**src/rtl/systolic_pkg.sv**
```systemverilog
// Shared types and sizing helpers for the systolic activation skew feeder.
// The feeder turns an N x N tile into 2N-1 diagonal waves; the helpers below
// give the wave count and the width of the wave counter for a given N.
package systolic_pkg;

   typedef enum logic {
      IDLE   = 1'b0,
      STREAM = 1'b1
   } state_t;

   // Number of diagonal waves emitted for one N x N tile.
   function automatic int wave_count(input int n);
      return 2 * n - 1;
   endfunction

   // Width of a counter that spans 0 .. 2N-2, never narrower than one bit.
   function automatic int wave_cnt_width(input int n);
      return (wave_count(n) < 2) ? 1 : $clog2(wave_count(n));
   endfunction

endpackage

```
**src/rtl/skew_lane_mux.sv**
```systemverilog
// One output lane of the skew feeder. Lane L of wave w carries element
// A[L][w-L] of its tile row when that column exists, and zero otherwise,
// which produces the one-cycle-per-lane staircase the array expects.
module skew_lane_mux
   import systolic_pkg::*;
#(
   parameter int N  = 4,
   parameter int DW = 8,
   parameter int L  = 0
) (
   input  logic [N*DW-1:0]              row,
   input  logic [wave_cnt_width(N)-1:0] wave,
   output logic [DW-1:0]                lane
);

   // Pick the column whose diagonal matches this wave; all other waves pad with zero.
   always_comb begin
      lane = '0;
      for (int c = 0; c < N; c++) begin
         if (int'(wave) == c + L) begin
            lane = row[c*DW +: DW];
         end
      end
   end

endmodule

```
**src/rtl/systolic_skew_feeder.sv**
```systemverilog
// Activation skew feeder for an N x N systolic array.
// Accepts a row-major tile over valid/ready and emits 2N-1 diagonal waves,
// lane i delayed by i cycles and zero padded, with output back-pressure.
// Optional feature macro: SKEW_FEEDER_DBUF_EN adds a shadow tile buffer so a
// following tile can be streamed back-to-back without an idle cycle.
module systolic_skew_feeder
   import systolic_pkg::*;
#(
   parameter int N  = 4,
   parameter int DW = 8
) (
   input  logic              clk,
   input  logic              reset,
   input  logic              in_valid,
   output logic              in_ready,
   input  logic [N*N*DW-1:0] in_tile,
   output logic              out_valid,
   input  logic              out_ready,
   output logic [N*DW-1:0]   out_data,
   output logic              out_first,
   output logic              out_last
);

   localparam int WAVES = wave_count(N);
   localparam int CW    = wave_cnt_width(N);
   localparam int TW    = N * N * DW;
   localparam logic [CW-1:0] LAST_W = CW'(WAVES - 1);

   state_t          state;
   state_t          next_state;
   logic [CW-1:0]   wave_cnt;
   logic [CW-1:0]   next_wave;
   logic [TW-1:0]   active_buf;
   logic [TW-1:0]   next_active;
   logic            in_fire;
   logic            out_fire;
   logic            last_fire;
   logic [N*DW-1:0] wave_data;
   logic            next_out_valid;
   logic [N*DW-1:0] next_out_data;
   logic            next_out_first;
   logic            next_out_last;
`ifdef SKEW_FEEDER_DBUF_EN
   logic [TW-1:0]   shadow_buf;
   logic [TW-1:0]   next_shadow;
   logic            shadow_full;
   logic            next_shadow_full;
`endif

   assign in_fire   = in_valid && in_ready;
   assign out_fire  = out_valid && out_ready;
   assign last_fire = out_fire && (wave_cnt == LAST_W);

   // Wave lanes are computed from the next tile/counter so the output register
   // holds exactly what is presented this cycle and stays frozen on a stall.
   for (genvar i = 0; i < N; i++) begin : g_lane
      skew_lane_mux #(
         .N  (N),
         .DW (DW),
         .L  (i)
      ) u_lane (
         .row  (next_active[i*N*DW +: N*DW]),
         .wave (next_wave),
         .lane (wave_data[i*DW +: DW])
      );
   end

   // State register: FSM, wave counter, tile buffers and registered outputs.
   always_ff @(posedge clk or posedge reset) begin
      if (reset) begin
         state      <= IDLE;
         wave_cnt   <= '0;
         active_buf <= '0;
         out_valid  <= 1'b0;
         out_data   <= '0;
         out_first  <= 1'b0;
         out_last   <= 1'b0;
`ifdef SKEW_FEEDER_DBUF_EN
         shadow_buf  <= '0;
         shadow_full <= 1'b0;
`endif
      end else begin
         state      <= next_state;
         wave_cnt   <= next_wave;
         active_buf <= next_active;
         out_valid  <= next_out_valid;
         out_data   <= next_out_data;
         out_first  <= next_out_first;
         out_last   <= next_out_last;
`ifdef SKEW_FEEDER_DBUF_EN
         shadow_buf  <= next_shadow;
         shadow_full <= next_shadow_full;
`endif
      end
   end

   // Next-state logic: tile capture, wave advance on consumption, tile hand-over.
   always_comb begin
      next_state  = state;
      next_wave   = wave_cnt;
      next_active = active_buf;
`ifdef SKEW_FEEDER_DBUF_EN
      next_shadow      = shadow_buf;
      next_shadow_full = shadow_full;
`endif
      case (state)
         IDLE: begin
            if (in_fire) begin
               next_active = in_tile;
               next_wave   = '0;
               next_state  = STREAM;
            end
         end
         STREAM: begin
            if (last_fire) begin
`ifdef SKEW_FEEDER_DBUF_EN
               if (shadow_full) begin
                  next_active      = shadow_buf;
                  next_shadow_full = 1'b0;
                  next_wave        = '0;
               end else if (in_fire) begin
                  next_active = in_tile;
                  next_wave   = '0;
               end else begin
                  next_state = IDLE;
                  next_wave  = '0;
               end
`else
               next_state = IDLE;
               next_wave  = '0;
`endif
            end else begin
               if (out_fire) begin
                  next_wave = wave_cnt + CW'(1);
               end
`ifdef SKEW_FEEDER_DBUF_EN
               if (in_fire) begin
                  next_shadow      = in_tile;
                  next_shadow_full = 1'b1;
               end
`endif
            end
         end
         default: begin
            next_state = IDLE;
            next_wave  = '0;
         end
      endcase
   end

   // Output logic: in_ready from state/buffer occupancy only, plus next output values.
   always_comb begin
      case (state)
         IDLE:    in_ready = 1'b1;
`ifdef SKEW_FEEDER_DBUF_EN
         STREAM:  in_ready = !shadow_full;
`else
         STREAM:  in_ready = 1'b0;
`endif
         default: in_ready = 1'b0;
      endcase
      next_out_valid = (next_state == STREAM);
      next_out_data  = next_out_valid ? wave_data : '0;
      next_out_first = next_out_valid && (next_wave == '0);
      next_out_last  = next_out_valid && (next_wave == LAST_W);
   end

endmodule

```
**config.mk**
```make
export PLATFORM = sky130hd
export DESIGN_NAME = systolic_skew_feeder
export DESIGN_NICKNAME = d
export VERILOG_FILES = /design/src/rtl/systolic_pkg.sv /design/src/rtl/skew_lane_mux.sv /design/src/rtl/systolic_skew_feeder.sv
export SDC_FILE = /design/constraint.sdc
export NUM_CORES = 1
export LEC_CHECK = 0
export ABC_CLOCK_PERIOD_IN_PS = 6060
export BUFFER_PORTS_ARGS = -buffer_cell sky130_fd_sc_hd__buf_2
export CAP_MARGIN = 40
export CELL_PAD_IN_SITES_DETAIL_PLACEMENT = 1
export CELL_PAD_IN_SITES_GLOBAL_PLACEMENT = 1
export CORE_MARGIN = 1
export CORE_UTILIZATION = 43
export DETAILED_ROUTE_END_ITERATION = 10
export PLACE_DENSITY_LB_ADDON = 0.2
export SYNTH_ARGS = -nofsm -noshare
export SYNTH_HDL_FRONTEND = slang
export SYNTH_SLANG_ARGS = --single-unit
```
**constraint.sdc**
```tcl
create_clock -name clk -period 6.06 [get_ports clk]
set_clock_uncertainty 0.15 [all_clocks]
set_input_delay 0.606 -clock clk [delete_from_list [all_inputs] [get_ports clk]]
set_output_delay 0.606 -clock clk [all_outputs]
set_load 0.05 [all_outputs]
```
==> metrics.log <==
[metrics] result of the run: finished clean
[metrics] initial cell density of the core: 44.28%
[metrics] Leakage: 3.976 nW
[metrics] unrepaired setup endpoints after global routing: false
[metrics] DR DRC count: 0
[metrics] Critical Path Fanout Max: 39
[metrics] wire length of the first global-routing pass: 29.17 mm
[metrics] total area of multi-input combinational cells: 0.002708 mm^2
[metrics] Synth Register Bits: 166
[metrics] Final Hold Violating Endpoints: 0
[metrics] NumNets Final: 829
[metrics] number of buffers inserted by hold repair at cts: 0
[metrics] maximum number of pins on one net before global-route repair: 94
[metrics] Top FF cell, synth: sky130_fd_sc_hd__dfrtp_1
[metrics] count of distinct cell types in the synthesized netlist: 41
[metrics] Max Fclk: 274.9 MHz
[metrics] biggest area contributors in the synthesized netlist: sky130_fd_sc_hd__dfrtp_1, sky130_fd_sc_hd__mux2_2, sky130_fd_sc_hd__a22o_1
[metrics] post-synth top area share: 58.64%
[metrics] final sum of negative setup slack: 0 ps
[metrics] Placed Cells incl. Taps: 892
[metrics] clock latency on the worst-skew pair: 430 ps
[metrics] number of clock sinks: 166
[metrics] site row count: 46
[metrics] DR pass1 iterations: 4
[metrics] number of fill cells: 1,676
[metrics] post-CTS resize count: 0
[metrics] via count of the first global-routing pass: 5,320
[metrics] Max rail drop VDD: 0.0002694 V
[metrics] share of synthesized registers carrying an async set or reset: 100.0%
[metrics] via density per instance: 5.344
[metrics] gate count of the mapped netlist: 541
[metrics] category of the critical setup timing path: reg2reg
[metrics] Slew Viols, Final: 0
[metrics] Worst Setup Start Kind: flop
[metrics] power density cells: 589.4 mW/mm^2
[metrics] slew at the pin closest to its max-slew limit: 934.2 ps
[metrics] number of antenna violations at the first check in global routing: 1
[metrics] layout overhead on the synthesized area: 23.45%
[metrics] worst path required time: 6220 ps
[metrics] Die Footprint: 0.01699 mm^2
[metrics] number of setup buffers added after CTS: 0
[metrics] top cell type by total area after synthesis: sky130_fd_sc_hd__dfrtp_1
[metrics] total CTS buffers: 17
[metrics] clock input transition at the sequential cells of the worst setup and hold paths: 70 ps
[metrics] clk buf depth: 2
[metrics] post-DR wirelength/cell: 20.01 um
[metrics] final cycle utilization of the critical path: 60.03%
[metrics] normalized max-slew margin: 37.71%
[metrics] number of vias in the routed layout: 4,943
[metrics] Post-synth EDFFs: 0
[metrics] register-to-register setup slack: 2420 ps
[metrics] final wirelength: 18.51 mm
[metrics] TritonCTS clock tree: built
[metrics] Critical Path AT: 3800 ps
[metrics] final antenna-violating net count: 0
[metrics] placed wire-length estimate: 12.30 mm
[metrics] IO Port Bufs: 167
[metrics] synthesized net count: 675
[metrics] Iter 0 DRT Violations: 236
[metrics] Mapped Area: 0.007084 mm^2
[metrics] mean cell area of the mapped netlist: 13.09 um^2
[metrics] reg-to-reg startpoint: wave_cnt[0]
[metrics] Crit. End Element: flop
[metrics] Min-Delay Path Class: in2async
[metrics] reported max-cap violation count: 0
[metrics] final core utilization: 54.66%
[metrics] core footprint: 0.01600 mm^2
[metrics] Ports: 168
[metrics] maximum level of the CTS H-tree: 4
[metrics] width of the die: 130.4 um
[metrics] time the worst path needs with I/O delays and setup: 3638 ps
[metrics] root buffer cell: sky130_fd_sc_hd__clkbuf_16
[metrics] area taken by flip-flops and latches: 0.004154 mm^2
[metrics] GRT Util Overall: 23.27%
[metrics] die extent in y: 130.4 um
[metrics] share of layout cells above drive strength 1: 49.29%
[metrics] Synth warnings: 0
[metrics] count of placed standard cells in the final layout, fillers left out: 925
[metrics] final setup violation count: 0
[metrics] sum of overflow across all layers after global routing: 0
[metrics] start point of the critical path: wave_cnt[0]
[metrics] sequential share of the synthesized area: 58.64%
[metrics] final RePlAce weighted congestion: 0.7771
metal layers:
metal	global-route usage, %	routed length (um)
met5	0	0
met3	5.945	855
met2	38.61	9289
met4	5.409	150
met1	30.68	8217
area by class of cell:
type	instances	area share (%)
sequential	166	47.50
multi-input combinational	327	30.96
timing repair buffer	174	10.62
clock buffer	20	5.336
tap	216	3.090
clock inverter	12	2.003
inverter	9	0.4721
antenna	1	0.02861
cell families after synthesis:
| group | Yosys count | synth area share (%) |
|---|---|---|
| fa+ha+maj | 2 | 0.3532 |
| flops | 166 | 58.64 |
| mux | 128 | 20.35 |
| buf+inv | 48 | 3.250 |
| compound gates | 106 | 10.81 |
| simple gates | 91 | 6.606 |
flip-flops by register name, indices dropped and copies added, names as in the netlist:
register and cells:
wave_cnt 3, out_first 1, active_buf 128, out_last 1
out_data 32, state 1
per-stage QoR:
step                      hold WS, ps  power (W)  setup WS [ps]  cell area, um^2
after global placement          324.9   0.003871           2538             8039
final                           185.7   0.005155           2422             8746
after detailed placement        334.4   0.004023           2405             8102
after CTS                       223.1   0.005221           2371             8743
after global routing            252.9   0.005472           2157             8743
after floorplan                 316.1   0.003466          814.0             7084
worst paths after layout:
| path | cells after the start | to |
|---|---|---|
| setup / recovery | 9 | out_data[27] |
| hold / removal | 2 | out_data[6] |
| setup reg to reg | 9 | out_data[27] |
| hold reg to reg | 1 | active_buf[9] |
| max in group asynchronous | 4 | active_buf[50] |
| min in group clk | 2 | active_buf[115] |
cells in the final DEF, fill, tap and decap left out, types with 2 or more instances in the layout:
master,netlist,layout
sky130_fd_sc_hd__a31oi_1,8,8
sky130_fd_sc_hd__bufinv_16,0,4
sky130_fd_sc_hd__dfrtp_1,166,166
sky130_fd_sc_hd__buf_4,5,4
sky130_fd_sc_hd__nand3_1,19,19
sky130_fd_sc_hd__o21a_1,7,7
sky130_fd_sc_hd__mux2_2,128,128
sky130_fd_sc_hd__nor3_4,2,2
sky130_fd_sc_hd__o21ai_0,16,16
sky130_fd_sc_hd__buf_2,23,167
sky130_fd_sc_hd__o41ai_1,8,8
sky130_fd_sc_hd__nand4_1,8,8
sky130_fd_sc_hd__clkinvlp_4,0,6
sky130_fd_sc_hd__clkbuf_8,0,3
sky130_fd_sc_hd__o21ai_2,2,2
sky130_fd_sc_hd__a22o_1,15,15
sky130_fd_sc_hd__a21oi_1,21,21
sky130_fd_sc_hd__inv_2,2,2
sky130_fd_sc_hd__clkinv_2,0,2
sky130_fd_sc_hd__ha_1,2,2
sky130_fd_sc_hd__o21bai_1,8,8
sky130_fd_sc_hd__clkbuf_16,0,17
sky130_fd_sc_hd__a21o_1,8,8
sky130_fd_sc_hd__nor2_1,17,17
sky130_fd_sc_hd__nor4_1,9,9
sky130_fd_sc_hd__o2bb2ai_1,8,8
sky130_fd_sc_hd__inv_1,4,3
sky130_fd_sc_hd__clkinv_1,2,2
sky130_fd_sc_hd__nand2_1,26,26
synth_stat cells (all sizes together), types with 8 or more instances:
cell type,number
clkbuf,8
nand3,19
a31oi,8
a22o,15
o2bb2ai,8
buf,31
mux2,128
nor4,9
nand4,8
o21bai,8
a21o,8
dfrtp,166
nor2,18
o41ai,8
o21ai,18
nand2,26
a21oi,21
report_power, final:
group	internal (W)	switching, W	leakage, nW	total, W
Combinational	0.000854	0.00134	1.67	0.00219
Sequential	0.00164	0.000162	2.01	0.00180
Clock	0.000721	0.000439	0.296	0.00116
Total	0.00321	0.00194	3.98	0.00516
critical path, cell delays in order, from the launching register on:
cell and delay, ps:
sky130_fd_sc_hd__dfrtp_1 410, sky130_fd_sc_hd__inv_1 100, sky130_fd_sc_hd__ha_1 250, sky130_fd_sc_hd__nand2_1 90
sky130_fd_sc_hd__nand3_1 100, sky130_fd_sc_hd__a31o_2 740, sky130_fd_sc_hd__inv_2 590, sky130_fd_sc_hd__o31ai_2 720
sky130_fd_sc_hd__nor2_1 130, sky130_fd_sc_hd__a22o_1 230
Power figures use the tool's default switching activity.
